File: config.mk
export PLATFORM = sky130hd
export DESIGN_NAME = result_drain_buffer
export DESIGN_NICKNAME = d
export VERILOG_FILES = /design/src/rtl/result_buf_pkg.sv /design/src/rtl/result_buf_mem.sv /design/src/rtl/result_drain_buffer.sv
export SDC_FILE = /design/constraint.sdc
export NUM_CORES = 1
export LEC_CHECK = 0
export CAP_MARGIN = 20
export CORE_ASPECT_RATIO = 1.2
export CORE_MARGIN = 10
export CORE_UTILIZATION = 40
export CTS_CLUSTER_DIAMETER = 50
export CTS_CLUSTER_SIZE = 28
export DETAILED_ROUTE_END_ITERATION = 7
export GPL_ROUTABILITY_DRIVEN = 0
export HOLD_SLACK_MARGIN = 0.02
export SLEW_MARGIN = 15
export SYNTH_ARGS = -nofsm -noshare
export SYNTH_HDL_FRONTEND = slang
export SYNTH_SLANG_ARGS = --single-unit
File: constraint.sdc
create_clock -name clk -period 3.3 [get_ports clk]
set_input_delay 0.66 -clock clk [delete_from_list [all_inputs] [get_ports clk]]
set_output_delay 0.66 -clock clk [all_outputs]
set_load 0.02 [all_outputs]
File: src/rtl/result_buf_pkg.sv
// Shared types and default sizing for the result drain buffer.
package result_buf_pkg;

  localparam int unsigned RB_DATA_W = 32;
  localparam int unsigned RB_DEPTH  = 24;
  localparam int unsigned RB_CNT_W  = 5;

  typedef enum logic [1:0] {
    FILL  = 2'd0,
    DRAIN = 2'd1,
    DONE  = 2'd2
  } rb_state_t;

endpackage

File: src/rtl/result_buf_mem.sv
// DEPTH x DATA_W result storage: synchronous write, asynchronous read, contents not reset.
module result_buf_mem
  import result_buf_pkg::*;
#(
  parameter int unsigned DATA_W = RB_DATA_W,
  parameter int unsigned DEPTH  = RB_DEPTH,
  parameter int unsigned AW     = RB_CNT_W
) (
  input  logic              clk,
  input  logic              we,
  input  logic [AW-1:0]     waddr,
  input  logic [DATA_W-1:0] wdata,
  input  logic [AW-1:0]     raddr,
  output logic [DATA_W-1:0] rdata
);

  logic [DATA_W-1:0] mem [DEPTH];

  always_ff @(posedge clk) begin
    if (we && (waddr < AW'(DEPTH))) mem[waddr] <= wdata;
  end

  // Read-ahead addresses can run one past the last entry; return zero there.
  always_comb begin
    rdata = '0;
    if (raddr < AW'(DEPTH)) rdata = mem[raddr];
  end

endmodule

File: src/rtl/result_drain_buffer.sv
// Result collector that streams stored entries out over valid/ready on a write request.
// Optional RESULT_BUF_CHECKSUM_EN appends a sum-of-entries beat after the data beats.
module result_drain_buffer
  import result_buf_pkg::*;
#(
  parameter int unsigned DATA_W = RB_DATA_W,
  parameter int unsigned DEPTH  = RB_DEPTH,
  parameter int unsigned CNT_W  = RB_CNT_W
) (
  input  logic              clk,
  input  logic              rst_n,
  input  logic              clear,
  input  logic              store,
  input  logic [DATA_W-1:0] store_data,
  input  logic              write_req,
  output logic              out_valid,
  output logic [DATA_W-1:0] out_data,
  input  logic              out_ready,
  output logic              out_last,
  output logic              busy,
  output logic              done,
  output logic [CNT_W-1:0]  count,
  output logic              overflow
);

`ifdef RESULT_BUF_CHECKSUM_EN
  localparam bit CSUM_EN = 1'b1;
`else
  localparam bit CSUM_EN = 1'b0;
`endif

  rb_state_t         state;
  logic [CNT_W-1:0]  rd_ptr;
  logic [DATA_W-1:0] sum;
  logic              csum_phase;

  logic              store_ok_c;
  logic [CNT_W-1:0]  count_eff_c;
  logic              xfer_c;
  logic              last_data_c;
  logic [CNT_W-1:0]  rd_addr_c;
  logic [DATA_W-1:0] rd_data_c;
  logic [DATA_W-1:0] first_data_c;

  // Store acceptance, effective count for a same-cycle write_req, and read-ahead address.
  always_comb begin
    store_ok_c   = 1'b0;
    count_eff_c  = count;
    xfer_c       = 1'b0;
    last_data_c  = 1'b0;
    rd_addr_c    = '0;
    first_data_c = rd_data_c;
    store_ok_c   = store && !clear && (state == FILL) && (count < CNT_W'(DEPTH));
    if (store_ok_c) count_eff_c = count + CNT_W'(1);
    xfer_c       = out_valid && out_ready;
    last_data_c  = (rd_ptr == count - CNT_W'(1));
    if (state != FILL) rd_addr_c = rd_ptr + CNT_W'(1);
    // A store landing with the write_req at an empty buffer is the first beat itself.
    if (count == '0) first_data_c = store_data;
  end

  result_buf_mem #(
    .DATA_W (DATA_W),
    .DEPTH  (DEPTH),
    .AW     (CNT_W)
  ) u_mem (
    .clk   (clk),
    .we    (store_ok_c),
    .waddr (count),
    .wdata (store_data),
    .raddr (rd_addr_c),
    .rdata (rd_data_c)
  );

  always_ff @(posedge clk or negedge rst_n) begin
    if (!rst_n) begin
      state      <= FILL;
      rd_ptr     <= '0;
      sum        <= '0;
      csum_phase <= 1'b0;
      count      <= '0;
      overflow   <= 1'b0;
      out_valid  <= 1'b0;
      out_data   <= '0;
      out_last   <= 1'b0;
      busy       <= 1'b0;
      done       <= 1'b0;
    end else if (clear) begin
      state      <= FILL;
      rd_ptr     <= '0;
      sum        <= '0;
      csum_phase <= 1'b0;
      count      <= '0;
      overflow   <= 1'b0;
      out_valid  <= 1'b0;
      out_data   <= '0;
      out_last   <= 1'b0;
      busy       <= 1'b0;
      done       <= 1'b0;
    end else begin
      case (state)
        FILL: begin
          if (store) begin
            if (store_ok_c) count <= count_eff_c;
            else            overflow <= 1'b1;
          end
          if (write_req) begin
            rd_ptr     <= '0;
            sum        <= '0;
            csum_phase <= 1'b0;
            busy       <= 1'b1;
            if (count_eff_c != '0) begin
              state     <= DRAIN;
              out_valid <= 1'b1;
              out_data  <= first_data_c;
              out_last  <= !CSUM_EN && (count_eff_c == CNT_W'(1));
            end else begin
              state <= DONE;
              done  <= 1'b1;
            end
          end
        end

        DRAIN: begin
          if (store) overflow <= 1'b1;
          if (xfer_c) begin
            if (csum_phase || (last_data_c && !CSUM_EN)) begin
              state      <= DONE;
              out_valid  <= 1'b0;
              out_data   <= '0;
              out_last   <= 1'b0;
              csum_phase <= 1'b0;
              done       <= 1'b1;
            end else if (last_data_c) begin
              // Final data beat accepted: present the running sum as one extra beat.
              csum_phase <= 1'b1;
              out_data   <= sum + out_data;
              out_last   <= 1'b1;
            end else begin
              rd_ptr   <= rd_ptr + CNT_W'(1);
              sum      <= sum + out_data;
              out_data <= rd_data_c;
              out_last <= !CSUM_EN && (rd_ptr + CNT_W'(1) == count - CNT_W'(1));
            end
          end
        end

        DONE: begin
          if (store) overflow <= 1'b1;
          state  <= FILL;
          done   <= 1'b0;
          busy   <= 1'b0;
          count  <= '0;
          rd_ptr <= '0;
        end

        default: state <= FILL;
      endcase
    end
  end

endmodule

=== Yosys cells after proc, flatten, opt, wreduce, memory -nomap -nowiden ===
Memories as Yosys holds them, arrays and structs flattened.
Index checks and enable logic that the tools add are counted.

* Flip-flop bits (word level): 82
* Bits in writable memories: 768
* Input port bits: 38
* Output and inout bits: 42
* Word-level logic and storage cells: 129
* Memories: 1

{| class="wikitable"
|+ Memory list
! name !! depth !! width !! read ports !! clocked after Yosys merged registers in !! wr ports !! line !! source
|-
| u_mem.mem || 24 || 32 || 1 || 0 || 1 || result_buf_mem.sv:17 || <nowiki>logic [DATA_W-1:0] mem [DEPTH];</nowiki>
|}

* $add $sub $neg: 4
* $lt $le $gt $ge: 2
* Equal/unequal tests: 17
* Muxes and demuxes: 68
* Reduce and logical (&&, ||, !) cells: 26

{| class="wikitable"
|+ Operator list
! cell !! number
|-
| $mux W32 || 13
|-
| $pmux W32 S2 || 2
|-
| $mux W5 || 10
|-
| $add A32 B32 Y32 || 1
|-
| $mux W1 || 29
|-
| $ne A3 B3 Y1 const B || 8
|-
| $reduce_and A5 Y1 || 4
|-
| $pmux W5 S3 || 1
|-
| $reduce_and A4 Y1 || 3
|-
| $add A5 B1 Y5 const B || 2
|-
| $eq A5 B5 Y1 || 2
|-
| $lt A5 B5 Y1 const B || 2
|-
| $mux W2 || 5
|-
| $pmux W1 S2 || 5
|-
| $pmux W5 S2 || 1
|-
| $reduce_bool A3 Y1 || 3
|-
| $ne A3 B2 Y1 const B || 2
|-
| $reduce_and A3 Y1 || 2
|-
| $eq A5 B1 Y1 const B || 1
|-
| $logic_and A1 B1 Y1 || 5
|-
| $logic_not A5 Y1 || 1
|-
| $reduce_bool A5 Y1 || 1
|-
| $sub A5 B1 Y5 const B || 1
|-
| $ne A4 B4 Y1 const B || 1
|-
| 12 further kinds || 12
|}

=== Depth between registers and ports, before layout ===
Gate-level depths: netlist (run 1).

* Depth after elaboration: 10
* Mapped depth: 15
* Gate-level depth less buffers: 11

=== Hierarchy ===
Synthesis (run 1) repeated with hierarchy kept, for this count alone.

* Cell total of the unflattened synthesis: 1925
* Area total of the unflattened synthesis: 32834.0 um2

{| class="wikitable"
|+ By module, submodules not included
! module !! instances !! cells an instance !! area an instance (um2) !! seq. area each (um2)
|-
| result_buf_mem || 1 || 1518 || 29657.2 || 23062.1
|-
| result_drain_buffer || 1 || 407 || 3176.8 || 1251.2
|}

=== Worst setup path before layout (run 1) ===
No wires, ideal clock.

* Kind: reg-to-reg
* Start: register count[0]
* End: memory u_mem.mem[15][0] (netlist name) (enable)
* Data arrival time: 3.174 ns
* Data required time: 2.839 ns
* Path slack: -0.335 ns
* Stages on the path, launching flop included: 4
* Buffers on the path: 0
* Period minus slack after synthesis: 3.635 ns
* Cells stage by stage: dfrtp_1 -> ha_1 -> nand4_1 -> nor3_1

* Longest elaborated chain between the ends: 5

{| class="wikitable"
|+ Ends and longest elaborated chain
! element !! line !! source
|-
| start: declaration || result_drain_buffer.sv:22 || <nowiki>output logic [CNT_W-1:0] count,</nowiki>
|-
| start signal: assignment || result_drain_buffer.sv:104 || <nowiki>if (store_ok_c) count <= count_eff_c;</nowiki>
|-
| $lt A5 B5 Y1 || result_buf_mem.sv:20, result_drain_buffer.sv:53 ||
|-
| $logic_and A1 B1 Y1 || result_drain_buffer.sv:53 || <nowiki>store_ok_c = store && !clear && (state == FILL) && (count < CNT_W'(DEPTH));</nowiki>
|-
| $logic_and A1 B1 Y1 || result_buf_mem.sv:20 || <nowiki>if (we && (waddr < AW'(DEPTH))) mem[waddr] <= wdata;</nowiki>
|-
| $mux W1 || result_buf_mem.sv:20 ||
|-
| $mux W1 (implied by the code) || result_buf_mem.sv:20 ||
|-
| end: declaration || result_buf_mem.sv:17 ||
|}

Several ways; a longest one is shown, not always the timed one.

=== Worst setup path after layout (run 1) ===
* Start: register rd_ptr[0]
* End: register out_data[9]

* Longest elaborated chain between the ends: 9

{| class="wikitable"
|+ Ends and longest elaborated chain
! element !! line !! source
|-
| start: declaration || result_drain_buffer.sv:33 || <nowiki>logic [CNT_W-1:0] rd_ptr;</nowiki>
|-
| start signal: assignment || result_drain_buffer.sv:140 || <nowiki>rd_ptr <= rd_ptr + CNT_W'(1);</nowiki>
|-
| $add A5 B1 Y5 || result_drain_buffer.sv:57 || <nowiki>if (state != FILL) rd_addr_c = rd_ptr + CNT_W'(1);</nowiki>
|-
| $mux W5 || result_drain_buffer.sv:57 ||
|-
| $mem_v2 Z24 W32 / $lt A5 B5 Y1 (equally long branches) || n/a ||
|-
| $mux W32 || result_buf_mem.sv:26 || <nowiki>if (raddr < AW'(DEPTH)) rdata = mem[raddr];</nowiki>
|-
| $mux W32 (on tied branches) || result_drain_buffer.sv:134, result_drain_buffer.sv:59 ||
|-
| $mux W32 (on tied branches) || result_drain_buffer.sv:127, result_drain_buffer.sv:112 ||
|-
| $mux W32 (on tied branches) || result_drain_buffer.sv:126, result_drain_buffer.sv:107 ||
|-
| $pmux W32 S2 * || result_drain_buffer.sv:101 || <nowiki>case (state)</nowiki>
|-
| $mux W32 * || result_drain_buffer.sv:88 || <nowiki>end else if (clear) begin</nowiki>
|-
| end signal: assignment || result_drain_buffer.sv:115 || <nowiki>out_data <= first_data_c;</nowiki>
|-
| end signal: assignment || result_drain_buffer.sv:137 || <nowiki>out_data <= sum + out_data;</nowiki>
|-
| end signal: assignment || result_drain_buffer.sv:142 || <nowiki>out_data <= rd_data_c;</nowiki>
|-
| end: declaration || result_drain_buffer.sv:17 || <nowiki>output logic [DATA_W-1:0] out_data,</nowiki>
|}

Mark *: on every way between the ends. The rest lies on a longest branch, timed or not. The select of a mux whose other input is x is not followed.
A chain may end at the register's enable or synchronous reset.

==> impl_metrics.yaml, run 1 <==
cells_and_area:
  final_cell_area_mm2: 0.0385
  area_growth_syn_to_layout_pct: 16.8
  num_antenna_cells: 0
  layout.nets: 2277
  drive_gt1_share_pct: 17.6
timing:
  hold_viol: 0
  fmax_mhz: 330
  finalClockSkew_ns: 0.0308
  post-route-period-util_pct: 91.9
  max_slew_margin_pct: 31.7
  grt_setup_unrepaired: "no"
  slew_viol_final: 0
  tns_ns: 0
  whs_ns: 0.202
  finalCriticalPeriod_ns: 3.03
  setup_violations: 0
  tightest_slew_ns: 1.02
power:
  seqPwrFrac_pct: 45.0
  pwr-share-comb_pct: 23.7
  switching_share_pct: 31.5
  power.density_mw_per_mm2: 694
  clock_power_share_pct: 31.3
  p_leak_uw: 0.0122
  intPower_uw: 18300
  ir_drop_mv: 0.378
  p_sw_uw: 8400
worst_hold_path:
  min_path_type: "primary input to async pin"
synthesis:
  synthTopCellsByArea: "edfxtp_1 (70%), o22ai_1 (4.4%), dfrtp_1 (3.8%)"
  syn-instance-count: 2117
  synth_flop_cell: "edfxtp_1"
  syn-cell-area_mm2: 0.0329
  synth_fp_nets: 2163
  synth_top_area_share_pct: 70.0
  synth.avg_cell_area_um2: 15.6
  synth_cell_type_count: 69
  synth_area_leader_cell: "edfxtp_1"
  synthArstFlopShare_pct: 6.11
  ys_seq_area_share_pct: 73.8
  yosys_warnings: 0
  synth_edf_count: 768
  yosys_register_bits: 818
die:
  start_util_pct: 40.2
  io_pins: 80
  die_area_mm2: 0.0942
  die_w_um: 282
  die_h_um: 334
  row_count: 115
  core_area_mm2: 0.0819
place:
  place_area_mm2: 0.0362
  port-buffer-count: 79
  dp_hpwl_mm: 54.5
worst_setup_path:
  slowest_delay_ns: 0.59
  worstPathCellList: "ha_1 -> inv_4 -> nor2_4 -> buf_4 -> a221oi_1 -> o21ai_0 -> o21ai_0 -> buf_4 -> nand2_1 -> nand2_1"
  critPathTopFamily: "buffers and inverters"
  crit_type: "flip-flop to flip-flop"
  ff2ff_path_depth: 10
  cp_max_fo: 22
  cp_data_required_time_ns: 3.82
  reg2reg_slack_ns: 0.27
  start_kind: "flip-flop"
  r2r-end: "out_data[9]"
  path_buf_inv: 3
  worstSetupEndpointType: "flip-flop"
  worstReg2RegStart: "rd_ptr[0]"
  cpMaxStageDelayCell: "ha_1"
  crit_arrival_ns: 3.55
job:
  max-cap-violations: 0
detailed_routing:
  wl_per_cell_um: 28.1
  dr.pass1.iters: 5
  vias: 20400
  routed_wl_mm: 93.7
  ant_nets: 0
  dr.first_iter.drc_count: 2030
  vias_per_cell: 6.13
  drc_errors: 0
cts:
  cts_tree: "yes"
  cts_buffers: 67
  worstSkewPairLatency_ns: 0.63
  cts.clk_slew.worst_paths_ns: 0.09
  clock-sinks: 818
  cts_setup_buffers: 0
  cts_max_level: 3
  clock_path_buffers: 3
  cts_root_buf: "clkbuf_16"
global_route:
  grt_pass1_vias: 20200
  grt_max_degree: 84
  antenna_found_initial: 1
  grt_overflow: 0
  grt_pass1_wl_mm: 138
  grt_util_all_layers_pct: 19.6
outcome:
  status: "finished, final reports clean"
[cell type report]
class,instances,area [um^2]
Clock buffer,73,1780
Fill cell,6890,43400
Clock inverter,49,515
Tap cell,1053,1320
Multi-Input combinational cell,1126,8140
Inverter,7,36.3
Timing Repair Buffer,211,2350
Sequential cell,818,24300
[cell usage after synthesis (all sizes together), types with 6 or more instances]
library cell / instances
a31oi: 7
a21oi: 95
mux2: 77
o31ai: 10
o311ai: 6
nand2b: 6
mux4: 8
a311oi: 13
edfxtp: 768
dfrtp: 50
a211oi: 67
nand3: 17
o21ai: 84
o22ai: 231
a22oi: 31
inv: 7
and3: 9
buf: 57
nand2: 130
a221oi: 70
and2: 22
xnor2: 8
ha: 8
mux2i: 87
clkbuf: 109
nor3: 20
nor2: 51
xor2: 9
[metrics by stage]
stage          cells  total power, uW  setup WS (ns)  utilization (%)
2_1_floorplan   2117            15800          0.174                -
3_5_place_dp    3215            18500        0.00637             44.2
6_report        3337            26700          0.266             47.0
4_1_cts         3337            26800          0.125             47.0
5_1_grt         3337            27700          0.103             47.0
3_3_place_gp    3215            18400         0.0891             44.2
[placed cells by master, fill, tap and decap left out, drive strengths merged, types with 10 or more instances in the layout]
cell type        n
edfxtp         768
o22ai          231
buf            133
nand2          130
a21oi           95
mux2i           87
o21ai           84
clkdlybuf4s50   78
mux2            77
clkbuf          73
a221oi          70
a211oi          67
nor2            51
dfrtp           50
inv             37
a22oi           31
and2            22
nor3            20
nand3           17
clkinv          14
a311oi          13
o31ai           10
[power by group through the flow]
stage | combinational, uW | clock (uW) | sequential (uW)
3_5_place_dp | 6270 | 0 | 12200
4_1_cts | 6300 | 8510 | 12000
5_1_grt | 6770 | 8930 | 12000
6_report | 6320 | 8370 | 12000
2_1_floorplan | 3530 | 0 | 12300
3_3_place_gp | 6180 | 0 | 12200
[layer usage]
metal  vias up  wire length, um  GRT usage, %
li1       8813                -             -
met5         -               13             0
met1     10600            39000          26.3
met4         2             2750          6.65
met3       159             6580          3.21
met2       910            45400          31.8
[worst reg2reg max path, cell delays in order, from the launching register on]
cell and delay, ns:
dfrtp_4 0.52, ha_1 0.59, inv_4 0.20, nor2_4 0.42, buf_4 0.43, a221oi_1 0.16
o21ai_0 0.21, o21ai_0 0.13, buf_4 0.16, nand2_1 0.06, nand2_1 0.05
[worst max path at each step]
stage                     cells after the start          endpoint      start  slack (ns)
final                                        10       out_data[9]  rd_ptr[0]        0.27
after global routing                         10      out_data[12]  rd_ptr[0]        0.10
after CTS                                    10      out_data[28]   state[0]        0.13
after detailed placement                     11      out_data[10]      store       0.006
after global placement                       11       out_data[2]      store        0.09
after floorplan                               5  u_mem.mem[20][0]      clear        0.17
[flip-flops by register name, indices dropped and copies added (netlist names)]
name        count
u_mem.mem     768
busy            1
count           5
state           2
overflow        1
csum_phase      1
out_valid       1
rd_ptr          5
done            1
out_last        1
out_data       32
[cells by family (layout without fill, tap and decap cells)]
logic type / count (synthesis) / count (layout) / share of synthesized area (%)
flops: 818 / 818 / 73.8
compound gates: 653 / 653 / 13.4
buf+inv: 173 / 340 / 2.19
mux: 172 / 172 / 5.83
simple gates: 275 / 275 / 3.89
xor+xnor: 18 / 18 / 0.566
fa+ha+maj: 8 / 8 / 0.304
[repair_timing]
action,CTS,global route
setup endpoints to repair,0,4
hold buffers,0,0
gates resized for setup,0,1
Power figures use the tool's default switching activity.
==> inputs of run 2 (changes only) <==
Clock period 3.3 ns to 3.9 ns, I/O delays scaled along.
==> run 2 against run 1 <==
Effect of this change:
- clock power fell by 19%
- via count fell by 0.51%
- worst setup slack improved by 0.30 ns
- clock skew rose by 0.0023 ns
- design area fell by 1.9%
- largest power group unchanged
==> impl_metrics.yaml, run 2 (synthesis results as in run 1) <==
outcome:
  status: "finished, final reports clean"
worst_setup_path:
  crit_arrival_ns: 3.87
  start_kind: "flip-flop"
  crit_type: "flip-flop to flip-flop"
  worstReg2RegStart: "state[0]"
  cp_max_fo: 68
  worstSetupEndpointType: "flip-flop"
  cp_data_required_time_ns: 4.44
  cp-startpoint: "state[0]"
cells_and_area:
  largest-register: "u_mem.mem"
  area_growth_syn_to_layout_pct: 14.6
  reg.largest.list: "u_mem.mem: 768 flops, out_data: 32 flops"
  final_cell_area_mm2: 0.0377
  largest_reg_flops: 768
  layout_commonest_cell: "edfxtp_1"
  final_util_pct: 46.1
  layout.nets: 2232
  most-common-layout-cells: "edfxtp_1 (768), o22ai_1 (231), nand2_1 (126)"
  drive_gt1_share_pct: 15.9
cts:
  worstSkewPairLatency_ns: 0.66
  cts_max_level: 2
  cts_root_buf: "clkbuf_16"
  cts.clk_slew.worst_paths_ns: 0.09
  cts_resized: 0
  cts_buffers: 61
  cts_setup_buffers: 0
  clock_path_buffers: 3
  cts_tree: "yes"
  clock-sinks: 818
  postCtsHoldBufs: 0
timing:
  finalCriticalPeriod_ns: 3.33
  grt_setup_unrepaired: "no"
  fmax_mhz: 300
  setup_violations: 0
  slew_viol_final: 0
  tightest_slew_ns: 1.04
  max_slew_margin_pct: 30.2
  tns_ns: 0
  hold_viol: 0
  post-route-period-util_pct: 85.4
  finalClockSkew_ns: 0.0331
die:
  row_count: 115
  start_util_pct: 40.2
  die_w_um: 282
  core_area_mm2: 0.0819
  die_h_um: 334
  io_pins: 80
  die_area_mm2: 0.0942
detailed_routing:
  wl_met1_mm: 38.1
  ant_nets: 0
  vias_per_cell: 6.18
  dr.pass1.iters: 6
  wl_per_cell_um: 28.6
  drc_errors: 0
  met2_length_mm: 45.6
  vias: 20300
  highest_layer: "met4"
  routed_wl_mm: 94.2
  dr.first_iter.drc_count: 2207
  met3_length_mm: 7.42
global_route:
  antenna_found_initial: 0
  grt_pass1_vias: 20300
  grt_pass1_wl_mm: 138
  grt_util_all_layers_pct: 19.5
  grt_max_degree: 125
  grt_overflow: 0
job:
  max-cap-violations: 0
power:
  clock_power_share_pct: 30.4
  pwr-share-comb_pct: 23.7
  seqPwrFrac_pct: 45.9
  intPower_uw: 15200
  p_leak_uw: 0.0118
  ir_drop_mv: 0.487
  p_sw_uw: 7010
  switching_share_pct: 31.6
  power.density_mw_per_mm2: 587
worst_hold_path:
  min_path_type: "primary input to async pin"
place:
  place_area_mm2: 0.0356
  dp_hpwl_mm: 51.8
  port-buffer-count: 79
-- run 2: changes by cell type in the layout (fill, tap and decap cells not counted), moves of 4 or more --
| cell | before | now |
|---|---|---|
| buf_4 | 86 | 69 |
| inv_8 | 16 | 3 |
| clkbuf_16 | 71 | 61 |
| clkinv_8 | 4 | 8 |
| buf_12 | 46 | 24 |
-- run 2: power by group through the flow --
stage | sequential (uW) | combinational, uW | clock [uW]
finish | 10200 | 5260 | 6740
CTS | 10200 | 5250 | 6860
global route | 10200 | 5630 | 7160
floorplan | 10400 | 2990 | 0
detailed placement | 10400 | 5230 | 0
global placement | 10400 | 5150 | 0
-- run 2: layer usage --
layer,vias to the layer above,GRT usage [%]
li1,8722,-
met1,10500,26.1
met2,936,31.8
met3,179,3.20
met4,0,6.70
met5,-,0
-- run 2: final timing paths --
check | end | slack (ns) | depth (start not counted)
max | out_data[5] | 0.57 | 11
min | out_data[28] | 0.16 | 1
max reg2reg | out_data[5] | 0.57 | 11
min reg2reg | overflow | 0.51 | 2
max in group asynchronous | rd_ptr[0] | 2.76 | 2
min in group clk | overflow | 0.51 | 2
-- run 2: final cells by class --
class	instances	area (um^2)
sequential	818	24300
clock inverter	45	563
tap	1053	1320
clock buffer	69	1590
antenna	1	2.50
timing repair buffer	172	1780
multi-input combinational	1126	8130
fill	6864	44100
inverter	7	38.8
-- run 2: per-stage QoR --
step | setup slack [ns] | cells | power [uW] | hold WS [ns]
after floorplan | 0.189 | 2117 | 13400 | 0.475
after global placement | 0.390 | 3176 | 15500 | 0.491
after detailed placement | 0.293 | 3176 | 15600 | 0.487
after CTS | 0.592 | 3290 | 22300 | 0.142
after global routing | 0.428 | 3290 | 23000 | 0.167
final | 0.568 | 3291 | 22200 | 0.163
-- run 2: critical path, stage by stage, from the launching register on --
cell and delay (ns):
dfrtp_1 0.44, inv_1 0.09, ha_1 0.37, inv_4 0.41, nand2_4 0.25, buf_12 0.26
o22ai_1 0.20, a221oi_1 0.10, a31oi_1 0.25, a21oi_1 0.14, o21ai_0 0.47, o21ai_1 0.10
